<file path="src/rtl/mips_pkg.sv">
// Shared datapath widths and writeback requester identifiers for the register-file write port.
package mips_pkg;

  localparam int REG_ADDR_W = 5;
  localparam int DATA_W     = 32;
  localparam int GID_W      = 2;

  typedef enum logic [GID_W-1:0] {
    REQ_ALU    = 2'd0,
    REQ_LOAD   = 2'd1,
    REQ_MULDIV = 2'd2
  } req_id_e;

endpackage

</file>
<file path="src/rtl/wb_age_counter.sv">
// Saturating aging counter for one writeback requester: counts consecutive lost cycles and
// flags the requester as starved once the limit is reached.
module wb_age_counter #(
  parameter int CW    = 3,
  parameter int LIMIT = 4
) (
  input  logic clk,
  input  logic reset_n,
  input  logic i_clear,
  output logic o_starved
);

  logic [CW-1:0] r_count;

  always_ff @(posedge clk or negedge reset_n) begin
    if (!reset_n) begin
      r_count <= '0;
    end else if (i_clear) begin
      r_count <= '0;
    end else if (r_count != CW'(LIMIT)) begin
      r_count <= r_count + CW'(1);
    end
  end

  assign o_starved = (r_count == CW'(LIMIT));

endmodule

</file>
<file path="src/rtl/wb_port_arbiter.sv">
// Fixed-priority writeback arbiter with starvation aging; owns the registered register-file
// write port and silently drops writes to $0.
module wb_port_arbiter
  import mips_pkg::*;
#(
  parameter int N_REQ        = 3,
  parameter int STARVE_LIMIT = 4,
  parameter int CW           = 3
) (
  input  logic                          clk,
  input  logic                          reset_n,
  input  logic                          flush,
  input  logic [N_REQ-1:0]              req_valid,
  input  logic [N_REQ*REG_ADDR_W-1:0]   req_dest,
  input  logic [N_REQ*DATA_W-1:0]       req_data,
  output logic [N_REQ-1:0]              req_ready,
  output logic                          regwrite,
  output logic [REG_ADDR_W-1:0]         dest,
  output logic [DATA_W-1:0]             write_back,
  output logic [GID_W-1:0]              grant_id,
  output logic                          wb_stall
);

  logic [REG_ADDR_W-1:0] w_dest_arr [N_REQ];
  logic [DATA_W-1:0]     w_data_arr [N_REQ];
  logic [N_REQ-1:0]      w_aged;
  logic [N_REQ-1:0]      w_starved;
  logic [N_REQ-1:0]      w_pool;
  logic [N_REQ-1:0]      w_clear;
  logic [N_REQ-1:0]      w_grant;
  logic [GID_W-1:0]      w_gnt_idx;
  logic                  w_gnt_any;
  logic [REG_ADDR_W-1:0] w_sel_dest;
  logic [DATA_W-1:0]     w_sel_data;

  logic                  r_regwrite;
  logic [REG_ADDR_W-1:0] r_dest;
  logic [DATA_W-1:0]     r_write_back;
  logic [GID_W-1:0]      r_grant_id;

  genvar gi;
  generate
    for (gi = 0; gi < N_REQ; gi++) begin : g_req
      assign w_dest_arr[gi] = req_dest[REG_ADDR_W*gi +: REG_ADDR_W];
      assign w_data_arr[gi] = req_data[DATA_W*gi +: DATA_W];
      assign w_clear[gi]    = flush | ~req_valid[gi] | w_grant[gi];

      wb_age_counter #(
        .CW    (CW),
        .LIMIT (STARVE_LIMIT)
      ) u_age (
        .clk       (clk),
        .reset_n   (reset_n),
        .i_clear   (w_clear[gi]),
        .o_starved (w_aged[gi])
      );
    end
  endgenerate

  // Starved requesters preempt everyone else; within either pool the lowest index wins.
  assign w_starved = w_aged & req_valid;
  assign w_pool    = (|w_starved) ? w_starved : req_valid;

  always_comb begin
    w_grant   = '0;
    w_gnt_idx = '0;
    w_gnt_any = 1'b0;
    if (!flush) begin
      for (int i = N_REQ - 1; i >= 0; i--) begin
        if (w_pool[i]) begin
          w_gnt_idx = GID_W'(i);
          w_gnt_any = 1'b1;
        end
      end
      if (w_gnt_any) begin
        w_grant[w_gnt_idx] = 1'b1;
      end
    end
  end

  assign w_sel_dest = w_dest_arr[w_gnt_idx];
  assign w_sel_data = w_data_arr[w_gnt_idx];

  // A $0 write is still consumed, but leaves the write port contents untouched.
  always_ff @(posedge clk or negedge reset_n) begin
    if (!reset_n) begin
      r_regwrite   <= 1'b0;
      r_dest       <= '0;
      r_write_back <= '0;
      r_grant_id   <= '0;
    end else begin
      r_regwrite <= 1'b0;
      if (w_gnt_any) begin
        r_grant_id <= w_gnt_idx;
        if (w_sel_dest != '0) begin
          r_regwrite   <= 1'b1;
          r_dest       <= w_sel_dest;
          r_write_back <= w_sel_data;
        end
      end
    end
  end

  assign req_ready  = w_grant;
  assign regwrite   = r_regwrite;
  assign dest       = r_dest;
  assign write_back = r_write_back;
  assign grant_id   = r_grant_id;
  assign wb_stall   = |(req_valid & ~w_grant);

endmodule

</file>
<file path="config.mk">
export PLATFORM = sky130hd
export DESIGN_NAME = wb_port_arbiter
export DESIGN_NICKNAME = d
export VERILOG_FILES = /design/src/rtl/mips_pkg.sv /design/src/rtl/wb_age_counter.sv /design/src/rtl/wb_port_arbiter.sv
export SDC_FILE = /design/constraint.sdc
export NUM_CORES = 1
export LEC_CHECK = 0
export BUFFER_PORTS_ARGS = -buffer_cell sky130_fd_sc_hd__buf_4
export CAP_MARGIN = 10
export CORE_AREA = 4 4 84 86
export CTS_CLUSTER_SIZE = 40
export DETAILED_ROUTE_END_ITERATION = 16
export DIE_AREA = 0 0 88 90
export PLACE_DENSITY = 0.86
export SYNTH_ARGS = -nofsm -noshare
export SYNTH_HDL_FRONTEND = slang
export SYNTH_SLANG_ARGS = --single-unit
</file>
<file path="constraint.sdc">
create_clock -name clk -period 3.72 [get_ports clk]
set_clock_uncertainty 0.05 [all_clocks]
set_input_delay 0.186 -clock clk [delete_from_list [all_inputs] [get_ports clk]]
set_output_delay 0.186 -clock clk [all_outputs]
set_load 0.01 [all_outputs]
</file>
==> results of run 1 <==
## metrics by stage
step,power (mW),util,instance area (sq um),hold slack [ps]
after floorplan,0.823,-,2650,-160
after CTS,1.42,0.647,4060,46.7
after global routing,1.49,0.647,4060,48.1
after global placement,1.08,0.630,3960,186
after detailed placement,1.09,0.630,3960,192
final,1.40,0.647,4060,60.5
## routing by layer
metal / vias to the layer above / GRT usage / part of all wire
met3: 17 / 0.0631 / 0.095
met1: 1272 / 0.230 / 0.36
met2: 133 / 0.386 / 0.52
li1: 1297 / - / -
met4: 0 / 0.0614 / 0.019
met5: - / 0 / 0
## worst register-to-register path, delay by kind of cell (launching register included)
family | cells | cell delay, ps
AND/OR/NAND/NOR | 2 | 280
flip-flops | 1 | 420
adder cells (fa/ha/maj) | 1 | 230
multiplexers | 1 | 350
buffers and inverters | 3 | 650
AO/OA/AOI/OAI | 3 | 1110
## flip-flops by register name, indices dropped and copies added (netlist names)
signal / count
dest: 5
g_req.u_age.r_count: 9
grant_id: 2
regwrite: 1
write_back: 32
## cells in the final DEF, fill, tap and decap left out, types with 2 or more instances in the layout
cell and count:
buf_4 165, dfrtp_1 49, nor2_1 37, inv_1 31
o22ai_1 21, a222oi_1 19, mux2i_1 18, nand2_1 16
mux2_1 9, nor3_1 6, mux2_2 6, ha_1 6
clkbuf_8 5, nand3_1 4, or2_2 4, nor3b_1 3
a2bb2oi_1 3, a21oi_1 3, a31oi_2 2, o211ai_1 2
or2_1 2, xnor2_1 2, clkinvlp_4 2
## cells by family (layout without fill, tap and decap cells)
kind of cell    count (synthesis)  count (layout)
buf+inv                        44             207
simple gates                   76              76
fa+ha+maj                       6               6
xor+xnor                        2               2
flops                          49              49
mux                            33              33
compound gates                 58              58
## worst max-delay path by stage
stage / slack, ps / end / startpoint / depth (start not counted)
after floorplan: 970 / write_back[0] / g_req[1].u_age.r_count[0] / 10
after global placement: 680 / write_back[27] / g_req[1].u_age.r_count[0] / 9
after detailed placement: 570 / write_back[31] / g_req[1].u_age.r_count[0] / 9
after CTS: 540 / write_back[31] / g_req[1].u_age.r_count[0] / 9
after global routing: 340 / write_back[31] / g_req[1].u_age.r_count[0] / 9
final: 530 / write_back[31] / g_req[2].u_age.r_count[0] / 10
## power breakdown
| part | switching [mW] | internal [mW] |
|---|---|---|
| clock | 0.187 | 0.137 |
| combinational | 0.192 | 0.245 |
| sequential | 0.0386 | 0.603 |
## timing repair
action / 4_1_cts / 5_1_grt
buffers inserted: 0 / 0
endpoints found under the hold margin: 49 / 0
hold buffers: 1 / 0
## area by class of cell
class,count,share of cell area
timing repair buffer,167,0.312
sequential,49,0.302
inverter,32,0.0296
tap,77,0.0237
clock buffer,5,0.0169
clock inverter,3,0.00647
multi-input combinational,175,0.309
==> results.json, run 1 <==
{
  "r2r_cells": 10,
  "io_buffers": 160,
  "setup.worst_path.start_class": "flip-flop",
  "setup_violations": 0,
  "rsz0062_at_grt": "false",
  "routed_wl_microns": 8420,
  "crit_arrival_ps": 3330,
  "critPathMaxFanout": 24,
  "dieArea_sq_mm": 0.00792,
  "period_share": 0.857,
  "antenna_left": 0,
  "finalMaxSlewViolations": 0,
  "synth_area_leaders": "dfrtp_1, a222oi_1, mux2i_1, nor2_1, o22ai_1",
  "reg2reg_slack_ps": 530,
  "pre_cts_slack_ps": 565,
  "timing.rr.start": "g_req[2].u_age.r_count[0]",
  "status": "completed",
  "synth-seq-cells": 49,
  "worstReg2RegEnd": "write_back[31]",
  "synthArstFlopShare": 1.00,
  "syn_area_sq_mm": 0.00265,
  "slowest_stage": "a31oi_4",
  "die_height_microns": 90,
  "cp.required_ps": 3860,
  "core-area_sq_mm": 0.00628,
  "synth_xor_area_frac": 0.00662,
  "p_per_area_mw_per_mm2": 345,
  "antenna_found_initial": 0,
  "wl_per_cell_microns": 16.6,
  "avgSynthCellArea_sq_um": 9.88,
  "setup_ws_ps": 530,
  "final_hold_viol_count": 0,
  "synth_common_cells": "dfrtp_1, nor2_1, inv_1, o22ai_1, a222oi_1",
  "clkLatencyLatePin_ps": 300,
  "rows": 29,
  "p_leak_nw": 2.09,
  "cts_resized": 0,
  "drive_gt1_frac": 0.441,
  "ys.flop_type": "dfrtp_1",
  "synth_seq_area_share": 0.463,
  "viasPerCell": 5.35,
  "fin_tns_setup_ps": 0,
  "synthAdderAreaFrac": 0.0284,
  "syn_to_final_growth_pct": 53.5,
  "critical_path_class": "flip-flop to flip-flop",
  "num-nets-final": 553,
  "place.gp.congestion": 0.881,
  "tritoncts": "yes",
  "critPathMaxStageDelay_ps": 500,
  "stdcell_count": 508,
  "fmax_mhz": 314,
  "seqCellArea_sq_mm": 0.00123,
  "clock-sinks": 49,
  "end_kind": "flip-flop",
  "max_slew_margin": 0.553,
  "synth_top_family_by_area": "compound AO/OA/AOI/OAI gates",
  "syn_inst": 268,
  "multiInputGateArea_sq_mm": 0.00126,
  "grt_max_degree": 50,
  "synth_nets": 391,
  "remaining_drc_errors": 0,
  "root_buffer": "clkbuf_8",
  "hp-class": "input pin to flip-flop",
  "cp_num_buf_inv": 3,
  "yosysUniqueCellTypes": 36,
  "grt_pass1_wl_microns": 13300,
  "drt_first_pass_iters": 5,
  "grt_usage": 0.211,
  "grt_pass1_vias": 2911,
  "clock_path_buffers": 2,
  "drt-initial-drc-count": 178,
  "ir_drop_uv": 170,
  "worst_setup_hold_path_clk_slew_ps": 100,
  "synth_mux_area_frac": 0.132,
  "fillers": 517,
  "die_w_microns": 88,
  "dp_cells": 499,
  "crit_chain": "inv_1, ha_1, nand2_1, o22ai_1, nand3_2, inv_2, a222oi_1, a31oi_4, buf_12, mux2_1",
  "synth_top_area_frac": 0.463,
  "yosysWarningCount": 0,
  "initial_utilization": 0.422,
  "yosys.area_share.simple": 0.128,
  "synth_compound_area_frac": 0.176,
  "cts_max_level": 2,
  "diodes": 0,
  "dp_hpwl_microns": 6550,
  "synth_edf_count": 0,
  "maxCapViolations": 0,
  "tightest_slew_ps": 671,
  "min_path_cells": 2,
  "fin_crit_ps": 3190,
  "vias": 2719,
  "hp-start": "flush",
  "whs_endpoint": "g_req[2].u_age.r_count[2]",
  "cts_inserted_buffers": 5,
  "ios": 161,
  "critical-path-top-delay-family": "compound AO/OA/AOI/OAI gates",
  "yosysMostFrequentCell": "dfrtp_1",
  "yosys.area.top_type": "dfrtp_1",
  "grt-ovfl-total": 0
}
No activity file was read; power rests on OpenSTA's default activity.
==> inputs of run 2 (changes only) <==
- ABC_AREA: unset -> 1
- CORE_AREA: 4 4 84 86 -> 4 4 85 87
- CTS_BUF_LIST: unset -> sky130_fd_sc_hd__clkbuf_8
- DIE_AREA: 0 0 88 90 -> 0 0 89 91
- PLACE_DENSITY: 0.86 -> 0.89
==> results.json, run 2 <==
{
  "synth_mux_area_frac": 0,
  "final_cell_mix": "buf_4, nand2_1, nand3_1",
  "synth_xor_area_frac": 0.0150,
  "setup_violations": 0,
  "synth_area_leaders": "dfrtp_1, nand2_1, nand3_1, ha_1, o21ai_0",
  "grt_max_degree": 50,
  "reg2reg_slack_ps": 550,
  "synth_top_family_by_area": "simple AND/OR/NAND/NOR gates",
  "p_per_area_mw_per_mm2": 330,
  "hp-start": "req_valid[0]",
  "dieArea_sq_mm": 0.00810,
  "ios": 161,
  "synthArstFlopShare": 1.00,
  "syn_area_sq_mm": 0.00292,
  "remaining_drc_errors": 0,
  "hp-class": "input pin to flip-flop",
  "final_common_cell": "buf_4",
  "drt-initial-drc-count": 159,
  "cts_max_level": 2,
  "min_path_cells": 3,
  "antenna_found_initial": 0,
  "syn_to_final_growth_pct": 45.1,
  "initial_utilization": 0.460,
  "pre_cts_slack_ps": 621,
  "routed_wl_microns": 10100,
  "max_slew_margin": 0.336,
  "yosysUniqueCellTypes": 22,
  "placed_area_sq_mm": 0.00415,
  "die_height_microns": 91,
  "dp_hpwl_microns": 7470,
  "p_leak_nw": 2.29,
  "vias": 3422,
  "avgSynthCellArea_sq_um": 7.18,
  "io_buffers": 160,
  "ys.flop_type": "dfrtp_1",
  "worstReg2RegEnd": "write_back[8]",
  "stdcell_count": 635,
  "clkLatencyLatePin_ps": 300,
  "synth_compound_area_frac": 0.0274,
  "end_kind": "flip-flop",
  "grt-ovfl-total": 0,
  "synthAdderAreaFrac": 0.0257,
  "wl_per_cell_microns": 15.9,
  "num-nets-final": 680,
  "critPathMaxFanout": 36,
  "tritoncts": "yes",
  "yosysWarningCount": 0,
  "yosysMostFrequentCell": "nand2_1",
  "cts_inserted_buffers": 5,
  "core-area_sq_mm": 0.00635,
  "synth_nets": 530,
  "grt_pass1_wl_microns": 16100,
  "fmax_mhz": 316,
  "dp_cells": 626,
  "critPathMaxStageDelay_ps": 440,
  "viasPerCell": 5.39,
  "slowest_stage": "inv_2",
  "fin_crit_ps": 3170,
  "yosys.area.top_type": "dfrtp_1",
  "die_w_microns": 89,
  "antenna_left": 0,
  "synth_seq_area_share": 0.420,
  "power_mw": 1.40,
  "period_share": 0.851,
  "place.gp.congestion": 0.778,
  "setup.worst_path.start_class": "flip-flop",
  "status": "completed",
  "rows": 29,
  "clock-sinks": 49,
  "whs_ps": 152,
  "worst_setup_hold_path_clk_slew_ps": 90,
  "root_buffer": "clkbuf_8",
  "cp.required_ps": 3900,
  "crit_arrival_ps": 3350,
  "ir_drop_uv": 172,
  "clock_path_buffers": 2,
  "tightest_slew_ps": 994,
  "fin_tns_setup_ps": 0,
  "fillers": 555,
  "critical_path_class": "flip-flop to flip-flop",
  "grt_pass1_vias": 3481,
  "syn_inst": 407,
  "setup_ws_ps": 553,
  "synth_common_cells": "nand2_1, nand3_1, dfrtp_1, clkbuf_1, inv_1",
  "timing.rr.start": "g_req[1].u_age.r_count[0]",
  "drt_first_pass_iters": 5,
  "grt_usage": 0.248,
  "yosys.area_share.simple": 0.454,
  "synth_top_area_frac": 0.420,
  "largest_reg_flops": 32,
  "synth_edf_count": 0,
  "drive_gt1_frac": 0.330,
  "rsz0062_at_grt": "false",
  "final_area_sq_mm": 0.00424,
  "crit_chain": "inv_1, ha_1, nand3_2, nand3_1, nand2_1, nand2_2, nand3_4, inv_2, nand2_1, nand3_1, nor2_2, nand3_4, buf_4, nand3_1, nand2_1",
  "maxCapViolations": 0,
  "whs_endpoint": "g_req[0].u_age.r_count[1]",
  "synth-seq-cells": 49,
  "diodes": 0,
  "r2r_cells": 15,
  "final_util": 0.667,
  "final_hold_viol_count": 0,
  "finalMaxSlewViolations": 0
}
run 2: changes by cell type after synthesis, moves of 10 or more:
cell      previous run  this run
nand2_1             16       157
nand3_1              4       111
nor2_1              37        12
o22ai_1             21         0
a222oi_1            19         0
inv_1               31        13
mux2i_1             18         0
o21ai_0              1        11
run 2: report_power, final:
group	internal, mW	switching (mW)	total (mW)	leakage, nW
clock network	0.126	0.172	0.298	0.0519
logic	0.229	0.226	0.455	1.62
registers	0.603	0.0428	0.646	0.622
run 2: area by class of cell:
class / count / area [sq um] / area share
clock inverters: 3 / 11.3 / 0.00266
clock buffers: 5 / 68.8 / 0.0162
repair buffers: 165 / 1240 / 0.293
multi-input cells: 321 / 1540 / 0.363
flip-flops and latches: 49 / 1230 / 0.289
inverters: 15 / 56.3 / 0.0133
well taps: 77 / 96.3 / 0.0227
run 2: cell families after synthesis:
family | after synthesis
flip-flops | 49
AO/OA/AOI/OAI | 16
XOR/XNOR | 5
buffers and inverters | 37
AND/OR/NAND/NOR | 294
adder cells (fa/ha/maj) | 6
run 2: worst max path at each step:
| stage | from | end | slack (ps) | cells past startpoint |
|---|---|---|---|---|
| CTS | g_req[1].u_age.r_count[0] | write_back[8] | 600 | 15 |
| detailed placement | g_req[1].u_age.r_count[0] | write_back[8] | 620 | 15 |
| global route | g_req[1].u_age.r_count[0] | dest[1] | 280 | 15 |
| global placement | g_req[1].u_age.r_count[0] | write_back[8] | 850 | 15 |
| finish | g_req[1].u_age.r_count[0] | write_back[8] | 550 | 15 |
| floorplan | g_req[1].u_age.r_count[0] | write_back[31] | 1540 | 16 |
run 2: critical path, delay by kind of cell (launching register included):
kind | cells | cell delay (ps)
simple gates | 11 | 1530
flops | 1 | 400
fa+ha+maj | 1 | 230
buf+inv | 3 | 880
run 2: repair_timing:
action,in CTS,in global routing
resized for setup,0,0
endpoints found under the hold margin,49,0
setup buffers,0,0
hold buffers,1,0
run 2: per-layer routing:
metal | vias to the layer above | wire [microns] | share of wire | track usage
met1 | 1597 | 3890 | 0.39 | 0.314
met5 | - | 0 | 0 | 0
li1 | 1634 | - | - | -
met3 | 21 | 778 | 0.077 | 0.0335
met4 | 0 | 240 | 0.024 | 0.0993
met2 | 170 | 5200 | 0.51 | 0.423
==> inputs of run 3 (changes only) <==
- CORE_AREA: 4 4 85 87 -> 4 4 78 95
- DIE_AREA: 0 0 89 91 -> 0 0 82 99
==> results.json, run 3 (synthesized netlist as in run 2, its figures left out) <==
{
  "cts_resized": 0,
  "grt_pass1_vias": 3414,
  "fin_crit_ps": 3100,
  "grt_pass1_wl_microns": 16000,
  "cp.required_ps": 3910,
  "end_kind": "flip-flop",
  "num-nets-final": 682,
  "p_sw_mw": 0.450,
  "crit_chain": "inv_1, ha_1, nand3_2, nand4_1, nand3_2, inv_2, nand2_2, nand3_1, nand3_1, nor2_2, nand3_4, nand2_1, buf_4, nand2_1, nand2_1",
  "dieArea_sq_mm": 0.00812,
  "placed_area_sq_mm": 0.00417,
  "routed_wl_microns": 10200,
  "grt-ovfl-total": 0,
  "final_util": 0.671,
  "clkLatencyLatePin_ps": 300,
  "grt_max_degree": 50,
  "antenna_left": 0,
  "fmax_mhz": 323,
  "final_hold_viol_count": 0,
  "clock-sinks": 49,
  "tritoncts": "yes",
  "status": "completed",
  "cts_inserted_buffers": 5,
  "syn_to_final_growth_pct": 47.2,
  "remaining_drc_errors": 0,
  "p_leak_nw": 2.31,
  "die_height_microns": 99,
  "clock_path_buffers": 2,
  "rows": 32,
  "setup_violations": 0,
  "cts_setup_buffers": 0,
  "antenna_found_initial": 0,
  "tightest_slew_ps": 625,
  "place.gp.congestion": 0.879,
  "power_mw": 1.50,
  "setup.worst_path.start_class": "flip-flop",
  "combPwrFrac": 0.309,
  "seq_power_share": 0.430,
  "ir_drop_uv": 222,
  "ctsHoldBuffers": 1,
  "fin_tns_setup_ps": 0,
  "hp-class": "input pin to flip-flop",
  "root_buffer": "clkbuf_8",
  "worst_path_most_repeated_cell": "nand2_1",
  "diodes": 0,
  "ios": 161,
  "whs_ps": 160,
  "grt_usage": 0.252,
  "worst_setup_hold_path_clk_slew_ps": 100,
  "pwr-share-clk": 0.260,
  "maxCapViolations": 0,
  "pre_cts_slack_ps": 646,
  "largest_reg_flops": 32,
  "period_share": 0.832,
  "vias": 3422,
  "drive_gt1_frac": 0.336,
  "wl_per_cell_microns": 15.8,
  "core-area_sq_mm": 0.00641,
  "die_w_microns": 82,
  "final_common_cell": "buf_4",
  "critical_path_class": "flip-flop to flip-flop",
  "final_cell_mix": "buf_4, nand2_1, nand3_1",
  "stdcell_count": 645,
  "viasPerCell": 5.31,
  "drt-initial-drc-count": 259,
  "critPathMaxFanout": 37,
  "max_slew_margin": 0.583,
  "dp_hpwl_microns": 7850,
  "p_int_mw": 1.05,
  "dp_cells": 636,
  "io_buffers": 160,
  "crit_arrival_ps": 3280,
  "p_per_area_mw_per_mm2": 349,
  "drt_first_pass_iters": 5,
  "setup_ws_ps": 623,
  "rsz0062_at_grt": "false",
  "finalMaxSlewViolations": 0,
  "cts_max_level": 2,
  "final_area_sq_mm": 0.00430,
  "initial_utilization": 0.456,
  "switching_share": 0.300,
  "slowest_stage": "dfrtp_1",
  "critPathMaxStageDelay_ps": 400
}
[run 3: cell types whose count changed in the layout (fill, tap and decap cells not counted), sizes merged]
| cell | previous run | this run |
|---|---|---|
| inv | 18 | 16 |
| bufinv | 0 | 1 |
| clkbuf | 5 | 6 |
| buf | 164 | 166 |
[run 3: path summary, 6_finish.rpt]
kind	start	end	slack, ps	depth (start not counted)
worst max-delay path	g_req[1].u_age.r_count[0]	dest[0]	620	15
worst min-delay path	req_valid[0]	g_req[0].u_age.r_count[2]	160	3
worst max register to register	g_req[1].u_age.r_count[0]	dest[0]	620	15
worst min register to register	g_req[0].u_age.r_count[0]	g_req[0].u_age.r_count[0]	420	1
max in group asynchronous	reset_n	write_back[1]	2800	2
min in group asynchronous	reset_n	g_req[0].u_age.r_count[2]	390	2
[run 3: layout make-up]
| class | count | area (sq um) |
|---|---|---|
| clock buffers | 6 | 82.6 |
| clock inverters | 2 | 33.8 |
| fillers | 562 | 2110 |
| inverters | 15 | 56.3 |
| multi-input cells | 321 | 1540 |
| flip-flops and latches | 49 | 1230 |
| well taps | 85 | 106 |
| repair buffers | 167 | 1260 |
[run 3: power by group through the flow]
stage	logic [mW]	registers [mW]	clock network (mW)
final	0.464	0.646	0.391
after global routing	0.507	0.654	0.422
after CTS	0.467	0.645	0.394
after detailed placement	0.465	0.655	0
after global placement	0.449	0.653	0
after floorplan	0.163	0.683	0
[run 3: metal layers]
metal | track usage | up-vias | wire [microns]
met5 | 0 | - | 0
met4 | 0.0831 | 0 | 223
met3 | 0.0393 | 18 | 649
met2 | 0.447 | 135 | 5510
met1 | 0.304 | 1632 | 3780
li1 | - | 1637 | -
[run 3: critical path, delay by kind of cell, from the launching register on]
kind	cells	cell delay, ps
DFF	1	400
buffers and inverters	3	510
adders and majority gates	1	210
and+or+nand+nor	11	1840
